==> src/rtl/ethernet_tx_scheduler_if.sv <==
// ---------------------------------------------------------------------------
// ethernet_tx_scheduler_if
// Bundles every requester-side and sender-side signal of the TX scheduler.
//   master : the scheduler itself (drives grants, handshakes, sender writes)
//   slave  : the requesters and the ethernet_sender buffer facing the scheduler
// Requester fields are packed one slice per requester (requester 0 in the
// least significant slice).
// ---------------------------------------------------------------------------
interface ethernet_tx_scheduler_if #(
   parameter int data_width_p = 32,
   parameter int eth_mtu_p    = 2048,
   parameter int num_req_p    = 2
);
   localparam int size_w = $clog2(eth_mtu_p + 1);
   localparam int addr_w = $clog2(eth_mtu_p);
   localparam int id_w   = (num_req_p > 1) ? $clog2(num_req_p) : 1;
   localparam int wds_w  = $clog2(size_w);

   // requester side
   logic [num_req_p-1:0]              req_v_i;
   logic [num_req_p*size_w-1:0]       req_size_i;
   logic [num_req_p-1:0]              req_yumi_o;
   logic [num_req_p-1:0]              data_v_i;
   logic [num_req_p*data_width_p-1:0] data_i;
   logic [num_req_p-1:0]              data_ready_o;
   logic [num_req_p-1:0]              done_o;
   logic [num_req_p-1:0]              err_o;
   logic                              busy_o;
   logic [id_w-1:0]                   grant_id_o;

   // sender side
   logic                              packet_req_i;
   logic                              packet_wsize_valid_o;
   logic [size_w-1:0]                 packet_wsize_o;
   logic                              packet_wvalid_o;
   logic [addr_w-1:0]                 packet_waddr_o;
   logic [data_width_p-1:0]           packet_wdata_o;
   logic [wds_w-1:0]                  packet_wdata_size_o;
   logic                              packet_send_o;

   modport master (
      input  req_v_i, req_size_i, data_v_i, data_i, packet_req_i,
      output req_yumi_o, data_ready_o, done_o, err_o, busy_o, grant_id_o,
             packet_wsize_valid_o, packet_wsize_o, packet_wvalid_o,
             packet_waddr_o, packet_wdata_o, packet_wdata_size_o, packet_send_o
   );

   modport slave (
      output req_v_i, req_size_i, data_v_i, data_i, packet_req_i,
      input  req_yumi_o, data_ready_o, done_o, err_o, busy_o, grant_id_o,
             packet_wsize_valid_o, packet_wsize_o, packet_wvalid_o,
             packet_waddr_o, packet_wdata_o, packet_wdata_size_o, packet_send_o
   );
endinterface

==> src/rtl/ethernet_tx_scheduler.sv <==
// ---------------------------------------------------------------------------
// ethernet_tx_scheduler
// Shares the single ethernet_sender TX buffer among num_req_p requesters.
// Round-robin arbitration on packet descriptors; the winner's payload words are
// streamed into the sender buffer, then a one-cycle send pulse is issued.
// Ports:
//   clk_i    : clock
//   reset_i  : synchronous, active-high reset (aborts any packet in flight)
//   bus      : ethernet_tx_scheduler_if.master
//              requester side: req_v/req_size/req_yumi, data_v/data/data_ready,
//                              done, err, busy, grant_id
//              sender side   : packet_req, packet_wsize_valid/wsize,
//                              packet_wvalid/waddr/wdata/wdata_size, packet_send
// ---------------------------------------------------------------------------
module ethernet_tx_scheduler #(
   parameter int data_width_p = 32,
   parameter int eth_mtu_p    = 2048,
   parameter int num_req_p    = 2
) (
   input  logic clk_i,
   input  logic reset_i,
   ethernet_tx_scheduler_if.master bus
);
   localparam int bpw    = data_width_p / 8;
   localparam int lg_bpw = $clog2(bpw);
   localparam int size_w = $clog2(eth_mtu_p + 1);
   localparam int addr_w = $clog2(eth_mtu_p);
   localparam int id_w   = (num_req_p > 1) ? $clog2(num_req_p) : 1;
   localparam int wds_w  = $clog2(size_w);

   localparam logic [size_w-1:0] bpw_m1  = size_w'(bpw - 1);
   localparam logic [size_w-1:0] mtu_sz  = size_w'(eth_mtu_p);
   localparam logic [addr_w-1:0] bpw_adr = addr_w'(bpw);

   localparam logic [2:0] ST_IDLE = 3'd0;
   localparam logic [2:0] ST_SIZE = 3'd1;
   localparam logic [2:0] ST_DATA = 3'd2;
   localparam logic [2:0] ST_SEND = 3'd3;
   localparam logic [2:0] ST_WAIT = 3'd4;

   logic [2:0]        state_q, state_d;
   logic [id_w-1:0]   last_q,  last_d;
   logic [id_w-1:0]   grant_q, grant_d;
   logic [size_w-1:0] size_q,  size_d;
   logic [size_w-1:0] beats_q, beats_d;
   logic [addr_w-1:0] addr_q,  addr_d;

   // per-requester views of the packed buses
   logic [size_w-1:0]       req_size_a [num_req_p];
   logic [data_width_p-1:0] data_a     [num_req_p];

   for (genvar gi = 0; gi < num_req_p; gi++) begin : g_unpack
      assign req_size_a[gi] = bus.req_size_i[gi*size_w +: size_w];
      assign data_a[gi]     = bus.data_i[gi*data_width_p +: data_width_p];
   end

   // Round-robin pick: lowest requesting index strictly above last_q, else the
   // lowest requesting index overall (wrap-around, may be last_q itself).
   logic            hi_found, lo_found;
   logic [id_w-1:0] hi_id, lo_id, pick_id;

   always_comb begin
      hi_found = 1'b0;
      lo_found = 1'b0;
      hi_id    = '0;
      lo_id    = '0;
      for (int i = 0; i < num_req_p; i++) begin
         if (bus.req_v_i[i]) begin
            if (!lo_found) begin
               lo_found = 1'b1;
               lo_id    = id_w'(i);
            end
            if (!hi_found && (i > int'(last_q))) begin
               hi_found = 1'b1;
               hi_id    = id_w'(i);
            end
         end
      end
      pick_id = hi_found ? hi_id : lo_id;
   end

   logic [size_w-1:0] pick_size;
   logic              pick_bad;

   assign pick_size = req_size_a[pick_id];
   assign pick_bad  = (pick_size == '0) || (pick_size > mtu_sz);

   logic [num_req_p-1:0] yumi, err, done, ready;
   logic                 wsize_valid, wvalid, send;

   always_comb begin
      state_d     = state_q;
      last_d      = last_q;
      grant_d     = grant_q;
      size_d      = size_q;
      beats_d     = beats_q;
      addr_d      = addr_q;
      yumi        = '0;
      err         = '0;
      done        = '0;
      ready       = '0;
      wsize_valid = 1'b0;
      wvalid      = 1'b0;
      send        = 1'b0;

      // Strobes are suppressed while reset is held so an aborted packet can
      // never produce a send pulse or a stray write.
      if (!reset_i) begin
         case (state_q)
            ST_IDLE: begin
               if (bus.packet_req_i && lo_found) begin
                  grant_d = pick_id;
                  size_d  = pick_size;
                  if (pick_bad) begin
                     // rejected descriptors are consumed immediately
                     yumi[pick_id] = 1'b1;
                     err[pick_id]  = 1'b1;
                     last_d        = pick_id;
                  end else begin
                     state_d = ST_SIZE;
                  end
               end
            end
            ST_SIZE: begin
               wsize_valid    = 1'b1;
               yumi[grant_q]  = 1'b1;
               beats_d        = (size_q + bpw_m1) >> lg_bpw;
               addr_d         = '0;
               state_d        = ST_DATA;
            end
            ST_DATA: begin
               ready[grant_q] = 1'b1;
               if (bus.data_v_i[grant_q]) begin
                  wvalid  = 1'b1;
                  addr_d  = addr_q + bpw_adr;
                  beats_d = beats_q - size_w'(1);
                  if (beats_q == size_w'(1)) begin
                     state_d = ST_SEND;
                  end
               end
            end
            ST_SEND: begin
               send          = 1'b1;
               done[grant_q] = 1'b1;
               last_d        = grant_q;
               state_d       = ST_WAIT;
            end
            ST_WAIT: begin
               // gives the sender a cycle to drop its registered packet_req
               state_d = ST_IDLE;
            end
            default: begin
               state_d = ST_IDLE;
            end
         endcase
      end
   end

   always_ff @(posedge clk_i) begin
      if (reset_i) begin
         state_q <= ST_IDLE;
         last_q  <= id_w'(num_req_p - 1);
         grant_q <= '0;
         size_q  <= '0;
         beats_q <= '0;
         addr_q  <= '0;
      end else begin
         state_q <= state_d;
         last_q  <= last_d;
         grant_q <= grant_d;
         size_q  <= size_d;
         beats_q <= beats_d;
         addr_q  <= addr_d;
      end
   end

   assign bus.req_yumi_o           = yumi;
   assign bus.err_o                = err;
   assign bus.done_o               = done;
   assign bus.data_ready_o         = ready;
   assign bus.busy_o               = (state_q != ST_IDLE);
   assign bus.grant_id_o           = grant_q;
   assign bus.packet_wsize_valid_o = wsize_valid;
   assign bus.packet_wsize_o       = wsize_valid ? size_q : '0;
   assign bus.packet_wvalid_o      = wvalid;
   assign bus.packet_waddr_o       = wvalid ? addr_q : '0;
   assign bus.packet_wdata_o       = wvalid ? data_a[grant_q] : '0;
   assign bus.packet_wdata_size_o  = wds_w'(lg_bpw);
   assign bus.packet_send_o        = send;

   // A requester must keep its descriptor valid and unchanged until consumed.
   for (genvar gi = 0; gi < num_req_p; gi++) begin : g_req_hold
      a_req_hold: assert property (@(posedge clk_i) disable iff (reset_i)
         (bus.req_v_i[gi] && !bus.req_yumi_o[gi]) |=>
         (bus.req_v_i[gi] && $stable(req_size_a[gi])));
   end
endmodule

==> src/flat_wrapper.sv <==
// flat-port wrapper written by rule: the top's interface ports become plain ports
module ethernet_tx_scheduler_flat 
#(
   parameter int data_width_p = 32,
   parameter int eth_mtu_p    = 2048,
   parameter int num_req_p    = 2
)
  (clk_i, reset_i, bus_req_v_i, bus_req_size_i, bus_data_v_i, bus_data_i, bus_packet_req_i, bus_req_yumi_o, bus_data_ready_o, bus_done_o, bus_err_o, bus_busy_o, bus_grant_id_o, bus_packet_wsize_valid_o, bus_packet_wsize_o, bus_packet_wvalid_o, bus_packet_waddr_o, bus_packet_wdata_o, bus_packet_wdata_size_o, bus_packet_send_o);
  ethernet_tx_scheduler_if #(.data_width_p(data_width_p), .eth_mtu_p(eth_mtu_p), .num_req_p(num_req_p)) bus_i ();
  input  logic clk_i;
  input  logic reset_i;
  input wire logic [$bits(bus_i.req_v_i)-1:0] bus_req_v_i;
  input wire logic [$bits(bus_i.req_size_i)-1:0] bus_req_size_i;
  input wire logic [$bits(bus_i.data_v_i)-1:0] bus_data_v_i;
  input wire logic [$bits(bus_i.data_i)-1:0] bus_data_i;
  input wire logic [$bits(bus_i.packet_req_i)-1:0] bus_packet_req_i;
  output wire logic [$bits(bus_i.req_yumi_o)-1:0] bus_req_yumi_o;
  output wire logic [$bits(bus_i.data_ready_o)-1:0] bus_data_ready_o;
  output wire logic [$bits(bus_i.done_o)-1:0] bus_done_o;
  output wire logic [$bits(bus_i.err_o)-1:0] bus_err_o;
  output wire logic [$bits(bus_i.busy_o)-1:0] bus_busy_o;
  output wire logic [$bits(bus_i.grant_id_o)-1:0] bus_grant_id_o;
  output wire logic [$bits(bus_i.packet_wsize_valid_o)-1:0] bus_packet_wsize_valid_o;
  output wire logic [$bits(bus_i.packet_wsize_o)-1:0] bus_packet_wsize_o;
  output wire logic [$bits(bus_i.packet_wvalid_o)-1:0] bus_packet_wvalid_o;
  output wire logic [$bits(bus_i.packet_waddr_o)-1:0] bus_packet_waddr_o;
  output wire logic [$bits(bus_i.packet_wdata_o)-1:0] bus_packet_wdata_o;
  output wire logic [$bits(bus_i.packet_wdata_size_o)-1:0] bus_packet_wdata_size_o;
  output wire logic [$bits(bus_i.packet_send_o)-1:0] bus_packet_send_o;
  assign bus_i.req_v_i = bus_req_v_i;
  assign bus_i.req_size_i = bus_req_size_i;
  assign bus_i.data_v_i = bus_data_v_i;
  assign bus_i.data_i = bus_data_i;
  assign bus_i.packet_req_i = bus_packet_req_i;
  assign bus_req_yumi_o = bus_i.req_yumi_o;
  assign bus_data_ready_o = bus_i.data_ready_o;
  assign bus_done_o = bus_i.done_o;
  assign bus_err_o = bus_i.err_o;
  assign bus_busy_o = bus_i.busy_o;
  assign bus_grant_id_o = bus_i.grant_id_o;
  assign bus_packet_wsize_valid_o = bus_i.packet_wsize_valid_o;
  assign bus_packet_wsize_o = bus_i.packet_wsize_o;
  assign bus_packet_wvalid_o = bus_i.packet_wvalid_o;
  assign bus_packet_waddr_o = bus_i.packet_waddr_o;
  assign bus_packet_wdata_o = bus_i.packet_wdata_o;
  assign bus_packet_wdata_size_o = bus_i.packet_wdata_size_o;
  assign bus_packet_send_o = bus_i.packet_send_o;
  ethernet_tx_scheduler #(.data_width_p(data_width_p), .eth_mtu_p(eth_mtu_p), .num_req_p(num_req_p)) u_core (.clk_i(clk_i), .reset_i(reset_i), .bus(bus_i));
endmodule
==> config.mk <==
export PLATFORM = sky130hd
export DESIGN_NAME = ethernet_tx_scheduler_flat
export DESIGN_NICKNAME = d
export VERILOG_FILES = /design/src/rtl/ethernet_tx_scheduler_if.sv /design/src/rtl/ethernet_tx_scheduler.sv /design/src/flat_wrapper.sv
export SDC_FILE = /design/constraint.sdc
export NUM_CORES = 1
export LEC_CHECK = 0
export CORE_MARGIN = 5
export CORE_UTILIZATION = 40
export CTS_BUF_LIST = sky130_fd_sc_hd__clkbuf_4 sky130_fd_sc_hd__clkbuf_8
export DETAILED_ROUTE_END_ITERATION = 8
export HOLD_SLACK_MARGIN = 0.05
export PLACE_DENSITY = 0.83
export SYNTH_ARGS = -nofsm -noshare
export SYNTH_HDL_FRONTEND = slang
export SYNTH_SLANG_ARGS = --single-unit
==> constraint.sdc <==
create_clock -name clk_i -period 4.66 [get_ports clk_i]
set_input_delay 0.699 -clock clk_i [delete_from_list [all_inputs] [get_ports clk_i]]
set_output_delay 0.699 -clock clk_i [all_outputs]
set_load 0.01 [all_outputs]
# Yosys cells after proc, flatten, opt, wreduce, memory -nomap -nowiden
# Cells that the tools add are included.
dict set report totals {
  reg_bits 40
  elab_cells 92
  inputBits 95
  out_inout_bits 72
}
dict set report op_classes {
  n_addsub 3
  reduce_logical 13
  n_bitwise 2
  eq_ne 9
  n_mux 51
  order_cmp 8
}
# op count
set ops {}
lappend ops {{32-bit two-way mux} 4}
lappend ops {{12-bit two-way mux} 5}
lappend ops {{12-bit case mux with 2 select lines} 1}
lappend ops {{11-bit two-way mux} 2}
lappend ops {{11-bit case mux with 2 select lines} 1}
lappend ops {{1-bit two-way mux} 20}
lappend ops {{2-bit two-way mux} 9}
lappend ops {{12-bit by 2-bit adder with 12-bit output, second input constant} 1}
lappend ops {{12-bit by 1-bit == test with 1-bit output, second input constant} 1}
lappend ops {{12-bit greater-than comparator, second input constant} 1}
lappend ops {{12-bit logical NOT} 1}
lappend ops {{3-bit two-way mux} 4}
lappend ops {{3-bit case mux with 4 select lines} 1}
lappend ops {{12-bit by 1-bit subtractor with 12-bit output, second input constant} 1}
lappend ops {{11-bit by 3-bit adder with 11-bit output, second input constant} 1}
lappend ops {{2-bit by 1-bit != test with 1-bit output, second input constant} 4}
lappend ops {{3-bit by 2-bit == test with 1-bit output, second input constant} 2}
lappend ops {{2-bit >= comparator, second input constant} 2}
lappend ops {{1-bit by 2-bit < comparator with 1-bit output, second input constant} 2}
lappend ops {{1-bit NOT with 2-bit output} 2}
lappend ops {{2-bit case mux with 2 select lines} 1}
lappend ops {{2-bit AND reduction} 2}
lappend ops {{4-bit AND reduction} 1}
lappend ops {{2-bit nonzero test} 2}
lappend ops {{11 further kinds} 15}

# Logic depth before layout (Yosys ltp)
dict set report depth {
  depth_word 14
  depth_mapped 7
}

# Least setup slack after synthesis
# Ideal clock, no wire load.
dict set report synth_path {
  kind {input port to output port}
  start {in bus_req_v_i[1]}
  end {out bus_err_o[0]}
  arrival_time_ps 1821
  slack_ps 2140
  path_stages 4
  cell_sequence {a21boi_1 -> nand4b_1 -> a21boi_0 -> nor4bb_1}
}
dict set report synth_via {
  elab_chain_len 12
  word_cells_on_any_way 21
}
# item line
set synth_rtl {}
lappend synth_rtl {{start: declaration} flat_wrapper.sv:12} ;# input wire logic [$bits(bus_i.req_v_i)-1:0] bus_req_v_i;
lappend synth_rtl {{1-bit two-way mux} ethernet_tx_scheduler.sv:68} ;# if (bus.req_v_i[i]) begin
lappend synth_rtl {{1-bit two-way mux} ethernet_tx_scheduler.sv:79} ;# pick_id = hi_found ? hi_id : lo_id;
lappend synth_rtl {{1-bit NOT with 2-bit output (not written as such)} ethernet_tx_scheduler.sv:85} ;# assign pick_size = req_size_a[pick_id];
lappend synth_rtl {{12-bit two-way mux (not written as such) (3 in series)} ethernet_tx_scheduler.sv:85}
lappend synth_rtl {{12-bit greater-than comparator / 12-bit logical NOT (equally long branches)} ethernet_tx_scheduler.sv:86} ;# assign pick_bad = (pick_size == '0) || (pick_size > mtu_sz);
lappend synth_rtl {{1-bit logical OR} ethernet_tx_scheduler.sv:86}
lappend synth_rtl {{2-bit two-way mux} ethernet_tx_scheduler.sv:114} ;# if (pick_bad) begin
lappend synth_rtl {{2-bit two-way mux (*)} ethernet_tx_scheduler.sv:111} ;# if (bus.packet_req_i && lo_found) begin
lappend synth_rtl {{2-bit two-way mux (*)} ethernet_tx_scheduler.sv:109} ;# case (state_q)
lappend synth_rtl {{2-bit two-way mux (*)} ethernet_tx_scheduler.sv:108} ;# if (!reset_i) begin
lappend synth_rtl {{end: declaration} flat_wrapper.sv:20} ;# output wire logic [$bits(bus_i.err_o)-1:0] bus_err_o;
# Mark *: on every way between the ends. The rest lies on a longest branch, timed or not. The select of a mux whose other input is x is not followed.

# Worst setup path in the final report
dict set report layout_path {
  start {reg u_core.state_q[0]}
  end {out bus_packet_waddr_o[5]}
}
dict set report layout_via {
  elab_chain_len 4
}
# item line
set layout_rtl {}
lappend layout_rtl {{start: declaration} ethernet_tx_scheduler.sv:41} ;# logic [2:0] state_q, state_d;
lappend layout_rtl {{start signal: assignment} ethernet_tx_scheduler.sv:168} ;# state_q <= state_d;
lappend layout_rtl {{3-bit by 2-bit == test with 1-bit output} ethernet_tx_scheduler.sv:109}
lappend layout_rtl {{1-bit two-way mux} ethernet_tx_scheduler.sv:109}
lappend layout_rtl {{1-bit two-way mux} ethernet_tx_scheduler.sv:108}
lappend layout_rtl {{11-bit two-way mux} ethernet_tx_scheduler.sv:186} ;# assign bus.packet_waddr_o = wvalid ? addr_q : '0;
lappend layout_rtl {{end: declaration} flat_wrapper.sv:26} ;# output wire logic [$bits(bus_i.packet_waddr_o)-1:0] bus_packet_waddr_o;
# No other way between the ends.

==> metrics <==
via count 3261; hold buffer count at cts 0; fin cells around 640; CP Data Required Time just under 4000 ps; final hold vios 0; Worst Skew approximately 7.3 ps; Crit-path slowest cell or3b_1; CP endpoint kind output port; RSZ-0062 raised after global routing no; global-route wire length before repair 15100 microns; min-delay worst type reg2reg; Setup Crit Path Kind reg2out; Rows 31; die area a little over 0.009 sq mm; GR peak layer met2; CP startpoint kind flip-flop; WL final 10100 microns; CTS tree done; cell taking the most area after synthesis dfxtp_1; M2 GR Usage between 30% and 40%; yosys warns 0; DRC violations left 0; PD cells 202 mW/mm^2; routed vias/inst between 5 and 6; Slew headroom 48.3%; most common cell after layout, fill and taps aside clkdlybuf4s50_1; Worst path depth 6; register bit total from synthesis 38; initial antenna violation count 0; share of Yosys cell area claimed by the top area cell type around a quarter; routability cong. roughly 0.83; Hold Path Stages 2; Top FF cell, synth dfxtp_1; FF/Latch Area around 760 sq um; sequential fraction of the synthesis area 25.6%; Slew @ Worst Pin a little under 800 ps; share of cells above drive strength 1 under 10%; Die Wd 96.2 microns; Post-synth EDFFs 0; Final Slew Violations 0; worst vdd ir about 0.00013 V; FILL cells approximately 620; clock-pin slew on the worst setup and hold paths 70 ps; gr ovfl total 0; Crit path largest cell delay 750 ps; synthesized netlist cell count between 300 and 400; synth unique cells 53; DP Cell Count roughly 630; critical path peak fanout 33; final worst path period share between 80% and 90%; Initial Util about two fifths; Setup Buffers After CTS 0; pin count of the biggest net entering global routing 40; Min Hold Slack between 400 and 500 ps; First-pass DRT Iterations 4; Buf/Inv on CP 3; Tot GR Track Use between 20% and 30%; drt wl/cell approximately 16 microns; Layout Nets approximately 640; total CTS buffers 5; # IOs 167; MaxCap Viol Count 0; met1 Use GR about a quarter; syn_area_per_cell ~7.6 sq um; Antenna Diode Count 0; clk buf depth 2; cells along the critical path or3b_1 > or3_1 > buf_4 > inv_2 > and2_1 > clkdlybuf4s50_1; min cycle time layout 3760 ps; Std-Cell Core Area between 0.007 and 0.008 sq mm; vias in the first global route approximately 3200; PortBufs 160; Worst Path Arrival 3060 ps; TritonCTS sink count 38; initial detailed-routing violation count roughly 150; PostCTS Resize Cnt 0; status finished, final reports clean; cells on worst reg2reg path 5; final setup TNS 0 ps; CTS Root Cell clkbuf_8; CP delay by family, top simple AND/OR/NAND/NOR gates; post-layout util 65.2%; post-route ant nets 0; Setup-failing EPs final 0; synthesized area between 0.002 and 0.003 sq mm; met3 Use GR about 4.4%; P_leak ~0.0016 uW; asr flop ratio synth 0%; area taken by multi-input logic gates between 0.002 and 0.0025 sq mm; clk_lat worst skew slightly below 300 ps; hpwl dp around 8200 microns; f_max approximately 0.27 GHz; H-tree Lvls 2; synth top area cells dfxtp_1, mux2i_1, nor2_1; synthesis-to-layout area growth 58.9%; die height roughly 96 microns; most frequent cells in the layout clkdlybuf4s50_1, nor2_1, mux2i_1, dfxtp_1
path summary, 6_finish.rpt:
path | start | end | slack, ps
max | u_core.state_q[0] | bus_packet_waddr_o[5] | 900
min | u_core.beats_q[1] | u_core.beats_q[1] | 490
max reg2reg | u_core.state_q[0] | u_core.beats_q[2] | 2280
min reg2reg | u_core.beats_q[1] | u_core.beats_q[1] | 490
final cells by class:
class / instances / share of cell area, %
clock inverters: 1 / 0.635
well taps: 99 / 2.62
repair buffers: 167 / 35.0
clock buffers: 6 / 1.75
multi-input cells: 312 / 42.9
inverters: 13 / 1.03
flip-flops and latches: 38 / 16.1
logic make-up (layout without fill, tap and decap cells):
logic type	count (synthesis)	after routing	synth area share (%)
adder cells (fa/ha/maj)	3	3	1.26
buffers and inverters	46	187	7.11
AND/OR/NAND/NOR	171	171	29.7
XOR/XNOR	20	20	5.89
multiplexers	47	47	15.8
flip-flops	38	38	25.6
AO/OA/AOI/OAI	65	65	14.3
other	2	6	0.253
layer usage:
layer	part of all wire [%]	wire [microns]	vias up
met3	5.5	551	11
met2	52	5210	87
li1	-	-	1680
met4	1.2	120	0
met5	0	0	-
met1	42	4190	1483
state kept, by name (all words and copies together) (netlist names):
register and cells:
u_core.bus.grant_id_o 1, u_core.addr_q 9, u_core.size_q 12, u_core.last_q 1
u_core.beats_q 12, u_core.state_q 3
synthesized netlist by cell type, types with 2 or more instances:
| cell type | n |
|---|---|
| or3_1 | 2 |
| buf_4 | 6 |
| nor2_1 | 71 |
| nor3_1 | 17 |
| o211ai_1 | 3 |
| xor2_1 | 3 |
| nand2_1 | 16 |
| nor4_4 | 2 |
| clkbuf_1 | 18 |
| and3_1 | 9 |
| ha_1 | 3 |
| inv_1 | 12 |
| dfxtp_1 | 38 |
| nor3b_1 | 2 |
| o21ai_0 | 5 |
| nor4_2 | 2 |
| nor4_1 | 12 |
| a211oi_1 | 13 |
| mux2i_1 | 47 |
| and2_1 | 11 |
| nand4_1 | 4 |
| buf_2 | 7 |
| xnor2_1 | 17 |
| nand4b_1 | 2 |
| a31oi_1 | 4 |
| nand3_1 | 11 |
| nand2b_1 | 4 |
| o21ai_1 | 8 |
| conb_1 | 2 |
| a211o_1 | 3 |
| a21oi_1 | 16 |
power by group:
group / switching [uW] / internal [uW] / leakage, uW
logic: 139 / 161 / 0.00127
clock network: 110 / 171 / 0.0000573
registers: 27.1 / 346 / 0.000310
per-stage QoR:
stage | setup WS (ps) | instance area, sq um | power (uW)
floorplan | 2140 | 2990 | 546
global placement | 1160 | 4610 | 671
detailed placement | 1100 | 4610 | 679
CTS | 890 | 4730 | 961
global route | 699 | 4730 | 1000
finish | 898 | 4730 | 955
worst min-delay path: cells and delay by family (launching register included):
kind,cells,cell delay (ps)
and+or+nand+nor,1,60
AOI/OAI and AO/OA,1,50
DFF,1,340
No activity file was read; power rests on OpenSTA's default activity.
